===== src/rtl/int_issue_if.sv =====
// Issue-queue state in, integer issue slot and entry-free mask out, for the integer select stage.
interface int_issue_if #(
    parameter int QUEUE_SIZE = 8,
    parameter int IDX_W      = 3,
    parameter int AL_ID_W    = 6
);
    logic [QUEUE_SIZE-1:0]         entry_valid;
    logic [QUEUE_SIZE-1:0]         src1_ready;
    logic [QUEUE_SIZE-1:0]         src2_ready;
    logic [QUEUE_SIZE-1:0]         alloc_mask;
    logic [QUEUE_SIZE*AL_ID_W-1:0] entry_al_id;
    logic                          flush;
    logic                          alu_ready;

    logic                          issue_valid;
    logic [IDX_W-1:0]              issue_index;
    logic [AL_ID_W-1:0]            issue_al_id;
    logic [QUEUE_SIZE-1:0]         clear_mask;
    logic [31:0]                   issue_count;

    modport master (
        output entry_valid, src1_ready, src2_ready, alloc_mask, entry_al_id, flush, alu_ready,
        input  issue_valid, issue_index, issue_al_id, clear_mask, issue_count
    );

    modport slave (
        input  entry_valid, src1_ready, src2_ready, alloc_mask, entry_al_id, flush, alu_ready,
        output issue_valid, issue_index, issue_al_id, clear_mask, issue_count
    );
endinterface


===== src/rtl/int_issue_select.sv =====
// Oldest-ready select for the integer issue queue: age matrix, one-deep issue slot toward the ALU,
// and the one-hot free mask returned to the queue owner when the ALU takes the op.
module int_issue_select #(
    parameter int QUEUE_SIZE = 8,
    parameter int IDX_W      = 3,
    parameter int AL_ID_W    = 6
) (
    input logic        clk,
    input logic        rst_n,
    int_issue_if.slave bus
);

    logic [QUEUE_SIZE-1:0] older_q [QUEUE_SIZE];
    logic [QUEUE_SIZE-1:0] older_d [QUEUE_SIZE];

    logic                  issue_valid_q;
    logic [IDX_W-1:0]      issue_index_q;
    logic [AL_ID_W-1:0]    issue_al_id_q;
    logic [31:0]           issue_count_q;

    logic                  accept;
    logic [QUEUE_SIZE-1:0] cand;
    logic [QUEUE_SIZE-1:0] win;
    logic                  sel_valid;
    logic [IDX_W-1:0]      sel_index;
    logic [AL_ID_W-1:0]    sel_al_id;
    logic [QUEUE_SIZE-1:0] clear_mask;

    // A flush or reset cycle never retires the slot, so nothing is freed or counted.
    assign accept = issue_valid_q & bus.alu_ready & rst_n & ~bus.flush;

    // Each new entry becomes younger than every entry already valid; a pair allocated
    // together is ordered by index.
    always_comb begin
        // NOTE: every always_comb output takes a default first so no path can infer a latch.
        older_d = older_q;
        for (int k = 0; k < QUEUE_SIZE; k++) begin
            if (bus.alloc_mask[k]) begin
                older_d[k] = '0;
                for (int j = 0; j < QUEUE_SIZE; j++) begin
                    if (!bus.alloc_mask[j]) begin
                        older_d[j][k] = bus.entry_valid[j];
                    end else if (j > k) begin
                        older_d[k][j] = 1'b1;
                    end
                end
            end
        end
    end

    always_comb begin
        cand       = '0;
        win        = '0;
        sel_valid  = 1'b0;
        sel_index  = '0;
        sel_al_id  = '0;
        clear_mask = '0;
        for (int i = 0; i < QUEUE_SIZE; i++) begin
            cand[i] = bus.entry_valid[i] & bus.src1_ready[i] & bus.src2_ready[i]
                    & ~(issue_valid_q && issue_index_q == IDX_W'(i))
                    & ~bus.alloc_mask[i];
            clear_mask[i] = accept && issue_index_q == IDX_W'(i);
        end
        for (int i = 0; i < QUEUE_SIZE; i++) begin
            win[i] = cand[i];
            for (int j = 0; j < QUEUE_SIZE; j++) begin
                if (j != i && cand[j] && older_q[j][i]) win[i] = 1'b0;
            end
        end
        // Walking downward leaves the lowest-index winner if the matrix ever disagrees.
        for (int i = QUEUE_SIZE - 1; i >= 0; i--) begin
            if (win[i]) begin
                sel_valid = 1'b1;
                sel_index = IDX_W'(i);
                sel_al_id = bus.entry_al_id[i*AL_ID_W +: AL_ID_W];
            end
        end
    end

    always_ff @(posedge clk) begin
        // NOTE: the age matrix is control state read by select, so unlike a data array it is reset.
        if (!rst_n || bus.flush) begin
            older_q <= '{default: '0};
        end else begin
            older_q <= older_d;
        end
    end

    always_ff @(posedge clk) begin
        // NOTE: sequential state uses non-blocking assignment so every register samples pre-edge values.
        if (!rst_n) begin
            issue_valid_q <= 1'b0;
            issue_index_q <= '0;
            issue_al_id_q <= '0;
            issue_count_q <= '0;
        end else begin
            if (accept) issue_count_q <= issue_count_q + 32'd1;
            if (bus.flush) begin
                issue_valid_q <= 1'b0;
            end else if (!issue_valid_q || accept) begin
                issue_valid_q <= sel_valid;
                if (sel_valid) begin
                    issue_index_q <= sel_index;
                    issue_al_id_q <= sel_al_id;
                end
            end
        end
    end

    assign bus.issue_valid = issue_valid_q;
    assign bus.issue_index = issue_index_q;
    assign bus.issue_al_id = issue_al_id_q;
    assign bus.clear_mask  = clear_mask;
    assign bus.issue_count = issue_count_q;

endmodule


===== src/flat_wrapper.sv =====
// flat-port wrapper written by rule: the top's interface ports become plain ports
module int_issue_select_flat 
#(
    parameter int QUEUE_SIZE = 8,
    parameter int IDX_W      = 3,
    parameter int AL_ID_W    = 6
)
  (clk, rst_n, bus_entry_valid, bus_src1_ready, bus_src2_ready, bus_alloc_mask, bus_entry_al_id, bus_flush, bus_alu_ready, bus_issue_valid, bus_issue_index, bus_issue_al_id, bus_clear_mask, bus_issue_count);
  int_issue_if #(.QUEUE_SIZE(QUEUE_SIZE), .IDX_W(IDX_W), .AL_ID_W(AL_ID_W)) bus_i ();
  input logic clk;
  input logic rst_n;
  input wire logic [$bits(bus_i.entry_valid)-1:0] bus_entry_valid;
  input wire logic [$bits(bus_i.src1_ready)-1:0] bus_src1_ready;
  input wire logic [$bits(bus_i.src2_ready)-1:0] bus_src2_ready;
  input wire logic [$bits(bus_i.alloc_mask)-1:0] bus_alloc_mask;
  input wire logic [$bits(bus_i.entry_al_id)-1:0] bus_entry_al_id;
  input wire logic [$bits(bus_i.flush)-1:0] bus_flush;
  input wire logic [$bits(bus_i.alu_ready)-1:0] bus_alu_ready;
  output wire logic [$bits(bus_i.issue_valid)-1:0] bus_issue_valid;
  output wire logic [$bits(bus_i.issue_index)-1:0] bus_issue_index;
  output wire logic [$bits(bus_i.issue_al_id)-1:0] bus_issue_al_id;
  output wire logic [$bits(bus_i.clear_mask)-1:0] bus_clear_mask;
  output wire logic [$bits(bus_i.issue_count)-1:0] bus_issue_count;
  assign bus_i.entry_valid = bus_entry_valid;
  assign bus_i.src1_ready = bus_src1_ready;
  assign bus_i.src2_ready = bus_src2_ready;
  assign bus_i.alloc_mask = bus_alloc_mask;
  assign bus_i.entry_al_id = bus_entry_al_id;
  assign bus_i.flush = bus_flush;
  assign bus_i.alu_ready = bus_alu_ready;
  assign bus_issue_valid = bus_i.issue_valid;
  assign bus_issue_index = bus_i.issue_index;
  assign bus_issue_al_id = bus_i.issue_al_id;
  assign bus_clear_mask = bus_i.clear_mask;
  assign bus_issue_count = bus_i.issue_count;
  int_issue_select #(.QUEUE_SIZE(QUEUE_SIZE), .IDX_W(IDX_W), .AL_ID_W(AL_ID_W)) u_core (.clk(clk), .rst_n(rst_n), .bus(bus_i));
endmodule

===== config.mk =====
export PLATFORM = sky130hd
export DESIGN_NAME = int_issue_select_flat
export DESIGN_NICKNAME = d
export VERILOG_FILES = /design/src/rtl/int_issue_if.sv /design/src/rtl/int_issue_select.sv /design/src/flat_wrapper.sv
export SDC_FILE = /design/constraint.sdc
export NUM_CORES = 1
export LEC_CHECK = 0
export BUFFER_PORTS_ARGS = -buffer_cell sky130_fd_sc_hd__buf_2
export CAP_MARGIN = 20
export CORE_ASPECT_RATIO = 2
export CORE_MARGIN = 8
export CORE_UTILIZATION = 53
export CTS_CLUSTER_DIAMETER = 150
export CTS_CLUSTER_SIZE = 10
export DETAILED_ROUTE_END_ITERATION = 10
export GPL_ROUTABILITY_DRIVEN = 0
export PLACE_DENSITY = 0.79
export SYNTH_ARGS = -nofsm -noshare
export SYNTH_HDL_FRONTEND = slang
export SYNTH_SLANG_ARGS = --single-unit

===== constraint.sdc =====
create_clock -name clk -period 3.55 [get_ports clk]
set_input_delay 0.1775 -clock clk [delete_from_list [all_inputs] [get_ports clk]]
set_output_delay 0.1775 -clock clk [all_outputs]
set_load 0.005 [all_outputs]

# Word-level counts from Yosys, hierarchy flattened
# Cells that the tools add are included.
[word_totals] regBits=98 inputBits=84 wordCells=357
[classes] muxes=171 reduce_logical=86 bitwise=53 eq_ne=7 n_addsub=1
[op_table] cell="$mux 1" n=148
[op_table] cell="$logic_and 1x1->1" n=72
[op_table] cell="$mux 8" n=7
[op_table] cell="$mux 6" n=8
[op_table] cell="$and 1x1->1" n=35
[op_table] cell="$add 32x1->32 const B" n=1
[op_table] cell="$mux 3" n=8
[op_table] cell="$not 1->1" n=18
[op_table] cell="$reduce_or 2->1" n=8
[op_table] cell="$eq 3x3->1 const B" n=4
[op_table] cell="$eq 3x2->1 const B" n=2
[op_table] cell="$eq 3x1->1 const B" n=1
[op_table] cell="$logic_not 3->1" n=1
[op_table] cell="$reduce_and 3->1" n=1
[op_table] cell="$logic_not 1->1" n=2
[op_table] cell="$logic_or 1x1->1" n=2

# Longest topological paths before layout
[depth] ltp_word=22 ltp_mapped=13

# Worst setup path after synthesis
# Ideal clock, no wire load.
[synth_timing] path_kind="flip-flop to flip-flop" from="register u_core.issue_index_q[1], in the netlist u_core.bus.issue_index[1]" to="register u_core.issue_al_id_q[1], in the netlist u_core.bus.issue_al_id[1]" period_less_slack_ns=2.677 required_ns=3.432 arrival_ns=2.560 path_slack_ns=0.873 stages_incl_launch_ff=13 n_path_buf=4 setup_time_ns=0.118 path_cell_list="dfxtp_1 -> buf_4 -> nand4b_4 -> and2_1 -> and4_4 -> buf_6 -> and2_1 -> buf_6 -> or4_4 -> o31a_4 -> buf_6 -> o21ai_2 -> a21oi_2"
[synth_via] elab_chain_len=22 word_cells_on_any_way=169
[synth_rtl] element="start: declaration" line_no="int_issue_select.sv:17" text="logic [IDX_W-1:0] issue_index_q;"
[synth_rtl] element="start signal: assignment" line_no="int_issue_select.sv:103" text="issue_index_q <= sel_index;"
[synth_rtl] element="$logic_not 3->1" line_no="int_issue_select.sv:60" text="& ~(issue_valid_q && issue_index_q == IDX_W'(i))"
[synth_rtl] element="$logic_and 1x1->1" line_no="int_issue_select.sv:60"
[synth_rtl] element="$not 1->1" line_no="int_issue_select.sv:60"
[synth_rtl] element="$and 1x1->1" line_no="int_issue_select.sv:60"
[synth_rtl] element="$and 1x1->1" line_no="int_issue_select.sv:61" text="& ~bus.alloc_mask[i];"
[synth_rtl] element="$logic_and 1x1->1" line_no="int_issue_select.sv:67" text="if (j != i && cand[j] && older_q[j][i]) win[i] = 1'b0;"
[synth_rtl] element="$mux 1 (7 in a row)" line_no="int_issue_select.sv:67"
[synth_rtl] element="$mux 1 (8 in a row)" line_no="int_issue_select.sv:72" text="if (win[i]) begin"
[synth_rtl] element="$reduce_and 3->1 (no line)"
[synth_rtl] element="end signal: assignment" line_no="int_issue_select.sv:104" text="issue_al_id_q <= sel_al_id;"
[synth_rtl] element="end: declaration" line_no="int_issue_select.sv:18" text="logic [AL_ID_W-1:0] issue_al_id_q;"
# Several ways; a longest one is shown, not always the timed one.
# A chain may end at the register's enable or synchronous reset.

# Worst setup path in the final report
[layout_timing] from="register u_core.issue_index_q[2], in the netlist u_core.bus.issue_index[2]" to="register u_core.issue_index_q[0], in the netlist u_core.bus.issue_index[0]"
[layout_via] elab_chain_len=22 word_cells_on_any_way=169
[layout_rtl] element="$logic_not 3->1" line_no="int_issue_select.sv:60"
[layout_rtl] element="$logic_and 1x1->1" line_no="int_issue_select.sv:60"
[layout_rtl] element="$not 1->1" line_no="int_issue_select.sv:60"
[layout_rtl] element="$and 1x1->1" line_no="int_issue_select.sv:60"
[layout_rtl] element="$and 1x1->1" line_no="int_issue_select.sv:61"
[layout_rtl] element="$logic_and 1x1->1" line_no="int_issue_select.sv:67"
[layout_rtl] element="$mux 1 (7 in a row)" line_no="int_issue_select.sv:67"
[layout_rtl] element="$mux 1 (8 in a row)" line_no="int_issue_select.sv:72"
[layout_rtl] element="$reduce_and 3->1 (no line)"
# Several ways; a longest one is shown, not always the timed one.

==> impl_results.md <==
* Outcome: completed
* R2R Setup Slk at 0.21 ns
* Residual DRC at 0
* Final ANT Viol Nets at 0
* Most area-consuming cells after synthesis: dfxtp_1 38%, nor2_1 6.4%, mux2i_1 5.4%
* First-pass GRT wire length at 25.9 mm
* Post-layout util at 0.637
* Layout area overhead at 18.0%
* Postcts setup bufs at 0
* Detailed Routing Iterations Pass 1 at 5
* Placed cell count at 856
* Syn_nets at 716
* CTS H-Tree Depth at 3
* Crit-path max FO at 15
* Initial DRC Count at 344
* Tcrit/Tclk final at 0.940
* Crit. End Element: flip-flop
* Hold-fix buffers, CTS at 0
* Synth top area share at 0.377
* Hold_sp: bus_entry_al_id[10]
* Buffers on Ports at around 130
* Final cell count without fillers at 872
* Maximum clock frequency at about 300 MHz
* Setup WS post-layout at 0.212 ns
* Final count of pins violating max slew at 0
* Total Negative Setup Slacks at 0 ns
* Synth Register Bits at 98
* Std cell rows at a little over 50
* # setup viols final at 0
* Static Leak at 2.62 nW
* Initial antenna violation count at 0
* Worst hold path class: in -> reg
* Drt via density at 5.99
* CTS-repair resized insts at 0
* Post-synth EDFFs at 0
* N_diodes at 0
* CP startpoint kind: flip-flop
* Clock transition at path regs at 0.06 ns
* TritonCTS buffer count at 9
* Filler instances at between 800 and 900
* Post-synth ARST share at 0
* Clock Latency Late Sink at 0.35 ns
* CTS max path bufs at 2
* Fraction of layout cells with a size suffix above 1 at 0.249
* Syn Area/Cell at around 8.2 um2
* Critical path arrival at roughly 3.6 ns
* R2R Path Start: u_core.bus.issue_index[2]
* All-Layer GR Usage at 0.244
* Power Dens Cells at 390 nW/um2
* Initial core utilization at 0.540
* Io pins at 134
* Number of global-route vias before repair at approximately 5100
* Die footprint at 13400 um2
* Crit Path Class: reg -> reg
* Pin count of the biggest net entering global routing at 33
* Minimum clock period after layout at ~3.3 ns
* Mapped Area at 5200 um2
* Clock sink count at ~100
* Gr ovfl total at 0
* Share of the yosys chip area belonging to registers at 0.377
* Die width at 86.1 um
* Maximum vdd drop at 260 uV
* DR WL/cell at 18.9 um
* Distinct cells, synth at slightly above 60
* Depth of the most critical reg-to-reg path at 8
* Clk root buf: clkbuf_16
* Clk_skew at 0.00771 ns
* Post-Place Worst Slack at 0.348 ns
* Max-cap violation count at 0
* DRT Wirelength at 16.5 mm
* Die Ht at 156 um
* Post-layout net count at 820
* Routed vias at between 5000 and 6000
* Worst Hold End: u_core.bus.issue_al_id[4]
* Slew headroom at 0.329
* Reg-to-reg endpoint: u_core.bus.issue_index[0]
* Core box area at 9640 um2
* RSZ-0062 raised after global routing: no
* Final hold violation count at 0
* Worst Hold Path Cells at 3
* CTS tree: yes
* Least-Margin Pin Slew at roughly 1 ns
* Critical Path RT at 3.80 ns
* Synth area leader: dfxtp_1
* Hpwl dp at 12.9 mm
* Mapped Cells at 631
* Syn. warnings at 0
* Top FF cell, synth: dfxtp_1
==> power breakdown <==
group / internal, mW / total (mW) / switching (mW)
Clock: 0.544 / 0.967 / 0.422
Combinational: 0.114 / 0.271 / 0.157
Sequential: 1.13 / 1.16 / 0.0327
==> cells by family (layout without fill, tap and decap cells) <==
kind of cell	after synthesis	in the layout	synth area share
simple gates	312	312	0.316
mux	28	28	0.0539
compound gates	111	111	0.154
fa+ha+maj	1	1	0.00240
buf+inv	55	164	0.0527
flops	98	98	0.377
xor+xnor	26	26	0.0438
==> routing by layer <==
metal / GRT usage / wire length [um]
met5: 0 / 0
met3: 0.0485 / 926
met1: 0.238 / 5780
met2: 0.442 / 8770
met4: 0.167 / 1030
==> critical path, stage by stage (launching register included) <==
cell and delay, ns:
dfxtp_1 0.68, nand4bb_1 0.26, and2_1 0.31, a2111oi_0 0.63
nand4_1 0.35, nand2b_1 0.37, o31a_4 0.31, nand2_1 0.10
o32ai_2 0.22
==> worst max path at each step <==
stage	startpoint	end	slack, ns	cells past startpoint
6_report	u_core.bus.issue_index[2]	u_core.bus.issue_index[0]	0.21	8
5_1_grt	u_core.bus.issue_index[2]	u_core.bus.issue_index[0]	0.10	8
4_1_cts	u_core.bus.issue_valid	u_core.bus.issue_index[0]	0.33	8
3_5_place_dp	u_core.bus.issue_valid	u_core.bus.issue_index[0]	0.35	8
3_3_place_gp	u_core.bus.issue_index[2]	u_core.bus.issue_al_id[4]	0.47	8
2_1_floorplan	u_core.bus.issue_index[1]	u_core.bus.issue_al_id[1]	0.87	12
==> cells in the final DEF, fill, tap and decap left out, types with 19 or more instances in the layout <==
master   Yosys  final
nor2_1      89     89
a21oi_1     27     27
mux2i_1     28     28
nor3_1      31     31
o21ai_0     23     23
xor2_1      19     19
nand2_1     50     50
dfxtp_1     98     98
buf_2        9    133
nand3_1     47     47
==> stage by stage <==
step / cell area, um2 / hold WS, ns / power [mW]
final: 6140 / 0.162 / 2.40
after global routing: 6140 / 0.174 / 2.48
after CTS: 6140 / 0.154 / 2.40
after detailed placement: 5850 / 0.452 / 1.45
after global placement: 5850 / 0.446 / 1.44
after floorplan: 5200 / 0.324 / 1.35
==> synth_stat cells (9+ instances only) <==
cell,number
dfxtp_1,98
nor2_1,89
nand2_1,50
nand3_1,47
nor3_1,31
mux2i_1,28
a21oi_1,27
o21ai_0,23
clkbuf_1,21
xor2_1,19
a22oi_1,16
nand4_1,15
and3_1,13
nor3b_1,10
and4b_1,9
buf_2,9
==> state kept, by name, indices dropped and copies added, names as in the netlist, named ones only <==
name	flops
u_core.older_q	49
u_core.bus.issue_count	32
u_core.bus.issue_al_id	6
u_core.bus.issue_index	3
u_core.bus.issue_valid	1
==> area by class of cell <==
cell class              instances  area (um2)  share of cell area
inverters                       7        26.3             0.00428
clock inverters                 7        70.1              0.0114
flip-flops and latches         98        1960               0.319
clock buffers                   9         225              0.0367
well taps                     132         165              0.0269
multi-input cells             478        2970               0.483
repair buffers                141         726               0.118
Power figures use the tool's default switching activity.
